===== config.mk =====
export PLATFORM = sky130hd
export DESIGN_NAME = dtw_query_sequencer
export DESIGN_NICKNAME = d
export VERILOG_FILES = /design/src/rtl/dtw_query_sequencer.sv
export SDC_FILE = /design/constraint.sdc
export NUM_CORES = 2
export LEC_CHECK = 0
export ABC_AREA = 0
export CELL_PAD_IN_SITES_DETAIL_PLACEMENT = 1
export CELL_PAD_IN_SITES_GLOBAL_PLACEMENT = 2
export CORE_MARGIN = 10
export CORE_UTILIZATION = 53
export CTS_BUF_LIST = sky130_fd_sc_hd__clkbuf_16
export CTS_CLUSTER_DIAMETER = 120
export DETAILED_ROUTE_END_ITERATION = 6
export PLACE_DENSITY_LB_ADDON = 0.1
export SETUP_SLACK_MARGIN = 0.15
export SYNTH_ARGS = -nofsm -noshare
export SYNTH_HDL_FRONTEND = slang
export SYNTH_SLANG_ARGS = --single-unit

===== constraint.sdc =====
create_clock -name clk -period 15.6 [get_ports clk]
set_input_delay 3.12 -clock clk [delete_from_list [all_inputs] [get_ports clk]]
set_output_delay 3.12 -clock clk [all_outputs]
set_load 0.02 [all_outputs]

===== src/rtl/dtw_query_sequencer.sv =====
// Purpose: buffers one query, clears the DTW core, streams query+reference into it, returns min score/position.
// Latency: start to result_valid = 2*SQG_SIZE + ref_len + 5 cycles with sqg_valid held high.
// Backpressure: sqg_ready only in LOAD (unlimited sqg_valid stalls); result held in REPORT until result_ready.
module dtw_query_sequencer #(
    parameter int width    = 16,
    parameter int SQG_SIZE = 250
) (
    input  logic             clk,
    input  logic             rst,
    input  logic             start,
    input  logic [31:0]      ref_len_in,
    input  logic             sqg_valid,
    output logic             sqg_ready,
    input  logic [width-1:0] sqg_data,
    output logic             ref_en,
    output logic [31:0]      ref_addr,
    input  logic [width-1:0] ref_rdata,
    output logic             core_rst,
    output logic             core_running,
    output logic [width-1:0] core_squiggle,
    output logic [width-1:0] core_rword,
    output logic [31:0]      core_ref_len,
    input  logic [width-1:0] core_minval,
    input  logic [31:0]      core_position,
    input  logic             core_done,
    output logic             result_valid,
    input  logic             result_ready,
    output logic [width-1:0] result_minval,
    output logic [31:0]      result_position,
    output logic             busy,
    output logic             err_len
);

    localparam int IDX_W = (SQG_SIZE > 1) ? $clog2(SQG_SIZE) : 1;
    localparam int CNT_W = $clog2(SQG_SIZE + 1);
    localparam logic [CNT_W-1:0] LD_LAST = CNT_W'(SQG_SIZE - 1);
    localparam logic [31:0]      SQG_LEN = 32'(SQG_SIZE);

    typedef enum logic [2:0] {
        S_IDLE,
        S_LOAD,
        S_CLEAR,
        S_RUN,
        S_DRAIN,
        S_REPORT
    } state_t;

    typedef struct packed {
        logic [width-1:0] minval;
        logic [31:0]      position;
    } result_t;

    state_t           state;
    state_t           state_nxt;
    logic [CNT_W-1:0] ld_cnt;
    logic [31:0]      t;
    logic [31:0]      t_m1;
    logic [IDX_W-1:0] sq_idx;
    logic             drain_cnt;
    result_t          result_q;
    logic [width-1:0] qbuf [SQG_SIZE];
    logic             start_ok;
    logic             start_bad;
    logic             ld_hs;

    assign start_ok  = (state == S_IDLE) && start && (ref_len_in != 32'd0);
    assign start_bad = (state == S_IDLE) && start && (ref_len_in == 32'd0);
    assign ld_hs     = (state == S_LOAD) && sqg_valid;

    // Column t of RUN feeds query/reference sample t-1; t=0 is the core's priming cycle.
    assign t_m1   = t - 32'd1;
    assign sq_idx = t_m1[IDX_W-1:0];

    assign result_minval   = result_q.minval;
    assign result_position = result_q.position;

    // State register.
    always_ff @(posedge clk) begin
        if (rst) begin
            state <= S_IDLE;
        end else begin
            state <= state_nxt;
        end
    end

    // Next-state and combinational outputs; core_running drops in the same cycle core_done rises.
    always_comb begin
        state_nxt     = state;
        sqg_ready     = 1'b0;
        ref_en        = 1'b0;
        ref_addr      = 32'd0;
        core_rst      = 1'b0;
        core_running  = 1'b0;
        core_squiggle = '0;
        core_rword    = '0;
        result_valid  = 1'b0;
        busy          = (state != S_IDLE);
        case (state)
            S_IDLE: begin
                if (start_ok) state_nxt = S_LOAD;
            end
            S_LOAD: begin
                sqg_ready = 1'b1;
                if (ld_hs && (ld_cnt == LD_LAST)) state_nxt = S_CLEAR;
            end
            S_CLEAR: begin
                core_rst  = 1'b1;
                state_nxt = S_RUN;
            end
            S_RUN: begin
                core_running = !core_done;
                ref_en       = (t < core_ref_len);
                ref_addr     = t;
                if (t != 32'd0) begin
                    if (t_m1 < SQG_LEN)      core_squiggle = qbuf[sq_idx];
                    if (t_m1 < core_ref_len) core_rword    = ref_rdata;
                end
                if (core_done) state_nxt = S_DRAIN;
            end
            S_DRAIN: begin
                if (drain_cnt) state_nxt = S_REPORT;
            end
            S_REPORT: begin
                result_valid = 1'b1;
                if (result_ready) state_nxt = S_IDLE;
            end
            default: state_nxt = S_IDLE;
        endcase
    end

    // Counters, latched length, error pulse and result capture at the end of DRAIN.
    always_ff @(posedge clk) begin
        if (rst) begin
            ld_cnt       <= '0;
            t            <= 32'd0;
            drain_cnt    <= 1'b0;
            core_ref_len <= 32'd0;
            err_len      <= 1'b0;
            result_q     <= '0;
        end else begin
            err_len <= start_bad;
            case (state)
                S_IDLE: begin
                    if (start_ok) begin
                        core_ref_len <= ref_len_in;
                        ld_cnt       <= '0;
                        t            <= 32'd0;
                        drain_cnt    <= 1'b0;
                    end
                end
                S_LOAD: begin
                    if (ld_hs) ld_cnt <= ld_cnt + 1'b1;
                end
                S_CLEAR: begin
                    t <= 32'd0;
                end
                S_RUN: begin
                    t         <= t + 32'd1;
                    drain_cnt <= 1'b0;
                end
                S_DRAIN: begin
                    drain_cnt <= 1'b1;
                    if (drain_cnt) begin
                        result_q.minval   <= core_minval;
                        result_q.position <= core_position;
                    end
                end
                default: ;
            endcase
        end
    end

    // Query buffer write; contents are not reset since every search reloads them.
    always_ff @(posedge clk) begin
        if (ld_hs) qbuf[ld_cnt[IDX_W-1:0]] <= sqg_data;
    end

endmodule


==> impl_results.md <==
- CP Data Required Time: 12.48 ns
- GPL Wtd Cong: 0.8342
- Area growth syn-to-layout: 14.11%
- Clk_lat worst skew: 1.00 ns
- ANT nets after route: 0
- Crit path capture type: output pin
- Seq/Total Area, Yosys: 75.90%
- Grt ovf: 0
- Clk buf depth: 4
- # port buffers: 268
- Cell taking the most area after synthesis: edfxtp_1
- # DRC: 0
- Post-CTS setup buffer count: 0
- CTS H-tree depth: 5
- Hold Fails Final Rpt: 0
- CP Data Arrival Time: 8.69 ns
- Drt total wl: 482800 um
- Number of hold buffers added after cts: 0
- Avg Vias per Cell: 6.576
- Placed cells: 12420
- Final Cycle Share: 75.69%
- Relative slew margins: 3.880%
- Post-synth top flop: edfxtp_1
- Area after DPL: 170600 um2
- WS Path Type: flop to output pin
- Pin count of the biggest net entering global routing: 177
- First-pass GRT wire length: 684600 um
- Count leader, synth: edfxtp_1
- Core Box Area: 303000 um2
- Std-Cell Rows: 202
- WL/cell: 36.55 um
- Dominant cells by area after synthesis: edfxtp_1 (74%), mux4_2 (14%), nand2_1 (2.3%), dfxtp_1 (1.5%), nor2_1 (0.94%)
- Crit path launch type: flop
- HP Class: flop to flop
- PostCTS Resize Cnt: 0
- Non-filler instance count after layout: 13210
- Status: finished clean
- Die height: 572.1 um
- Yosys reg bits: 4125
- Synth warnings: 0
- CTS tree: yes
- Post-synth cell types: 72
- Routed vias: 86850
- Reg clk slew, reported paths: 0.07 ns
- Share of the synthesized area in the top cell type: 74.35%
- Vias in the first global route: 89060
- DRT iter0 DRCs: 11860
- Final Cell Area: 184300 um2
- Maximum fanout along the worst path: 80
- Total Nets Final: 9049
- Post-synth EDFFs: 4000
- Maximum VDD drop: 0.1084 mV
- Tmin final: 11.81 ns
- Post-detail-place hpwl: 284900 um
- Layout cells sized above 1: 22.86%
- RSZ-0062 raised after global routing: false
- Final count of negative-setup-slack endpoints: 0
- Clk sinks: 4125
- DR pass1 iterations: 6
- Die ar.: 327300 um2
- Mapped Nets: 8488
- Slew @ Worst Pin: 1.438 ns
- Root Driver: clkbuf_16
- Gate Count Post-Synth: 8303
- Maxcap violations: 0
- Hold slack final: 0.4532 ns
- Syn_area_per_cell: 19.46 um2
- Async SR Flop Fraction: 0%
- Total Routing Usage GR: 29.14%
- Width of the die: 572.1 um
- CTS Buf Count: 420
- Skew final: 0.05794 ns
- Pwr Density: 131.8 nW/um2
- Initial Utilization: 53.31%
- Commonest cells post-synth: edfxtp_1 (4000), mux4_2 (1024), nand2_1 (972)
- Post-Route Setup TNS: 0 ns
- Max frequency: 84.69 MHz
- Mapped Area: 161600 um2
- Max Slew Vio Count: 0
- Num ports: 269
- Initial antenna violation count: 24
- Leakage: 57.99 nW
## worst max-delay path: stages, from the launching register on
cell and delay [ns]:
dfxtp_4 0.87, inv_1 0.21, ha_4 0.26, xnor2_2 0.16
buf_12 0.25, inv_8 0.56, buf_12 0.48, buf_4 0.67
nand2_1 0.13, and3_1 0.24, a311oi_1 0.73, a311oi_1 0.21
a31oi_1 0.60, o21ai_0 0.48, nor3_1 0.60, buf_4 0.25
clkdlybuf4s50_1 0.64
## per-stage QoR
stage	util, %	setup WS, ns	total power [mW]
floorplan	-	7.514	13.51
global route	60.82	3.574	24.97
CTS	60.82	3.838	24.42
detailed placement	56.29	4.888	14.51
global placement	56.29	4.886	14.47
finish	60.83	3.792	24.30
## layout by cell type, fill, tap and decap left out, types with 119 or more instances in the layout
master	count
clkdlybuf4s50_1	251
clkbuf_16	421
a21oi_1	183
inv_1	119
nand3_1	262
buf_4	353
nor2_1	374
dfxtp_1	124
nand2_1	961
mux4_2	1024
edfxtp_1	4000
## cells by family (layout without fill, tap and decap cells)
family | Yosys count | count (layout) | synth area share, %
and+or+nand+nor | 1890 | 1890 | 5.022
adders and majority gates | 67 | 67 | 0.5189
AOI/OAI and AO/OA | 500 | 500 | 2.021
buffers and inverters | 556 | 1466 | 1.428
other | 0 | 17 | 0
xor gates and xnor gates | 62 | 62 | 0.3446
DFF | 4125 | 4125 | 75.90
muxes | 1103 | 1103 | 14.77
## per-layer routing
layer,vias to the layer above,track usage (%),part of all wire [%]
met4,6,10.69,4.3
met1,46690,41.29,39
li1,34680,-,-
met2,4607,46.33,48
met5,-,0,0.0075
met3,864,4.884,8.7
## final cells by class
type	count	area (um2)
tap	3978	4977
fill	25340	118700
inverter	49	201.4
clock buffer	421	10540
sequential	4125	122600
clock inverter	350	3169
timing repair buffer	646	5908
antenna	17	42.54
multi-input combinational	3622	36890
## worst paths after layout
check             slack [ns]                          endpoint  cells after the start                        startpoint
setup reg to reg       11.13            qbuf[124][4]$_DFFE_PP_                      8             state[0]$_SDFFE_PP0P_
hold / removal          0.45  result_position[30]$_SDFFE_PP0P_                      2  result_position[30]$_SDFFE_PP0P_
hold reg to reg         0.45  result_position[30]$_SDFFE_PP0P_                      2  result_position[30]$_SDFFE_PP0P_
setup / recovery        3.79                  core_squiggle[4]                     16                 t[0]$_SDFFE_PP0P_
## where the power goes
group	total, mW	switching (mW)	internal, mW
registers	12.2	0.0225	12.2
clock network	10.0	4.37	5.66
logic	2.08	1.39	0.694
total	24.3	5.78	18.5
## registers in the layout, indices dropped and copies added, names as in the netlist
register	count
result_position	32
drain_cnt	1
state	3
result_minval	16
ld_cnt	8
t	32
core_ref_len	32
err_len	1
qbuf	4000
No activity file was read; power rests on OpenSTA's default activity.
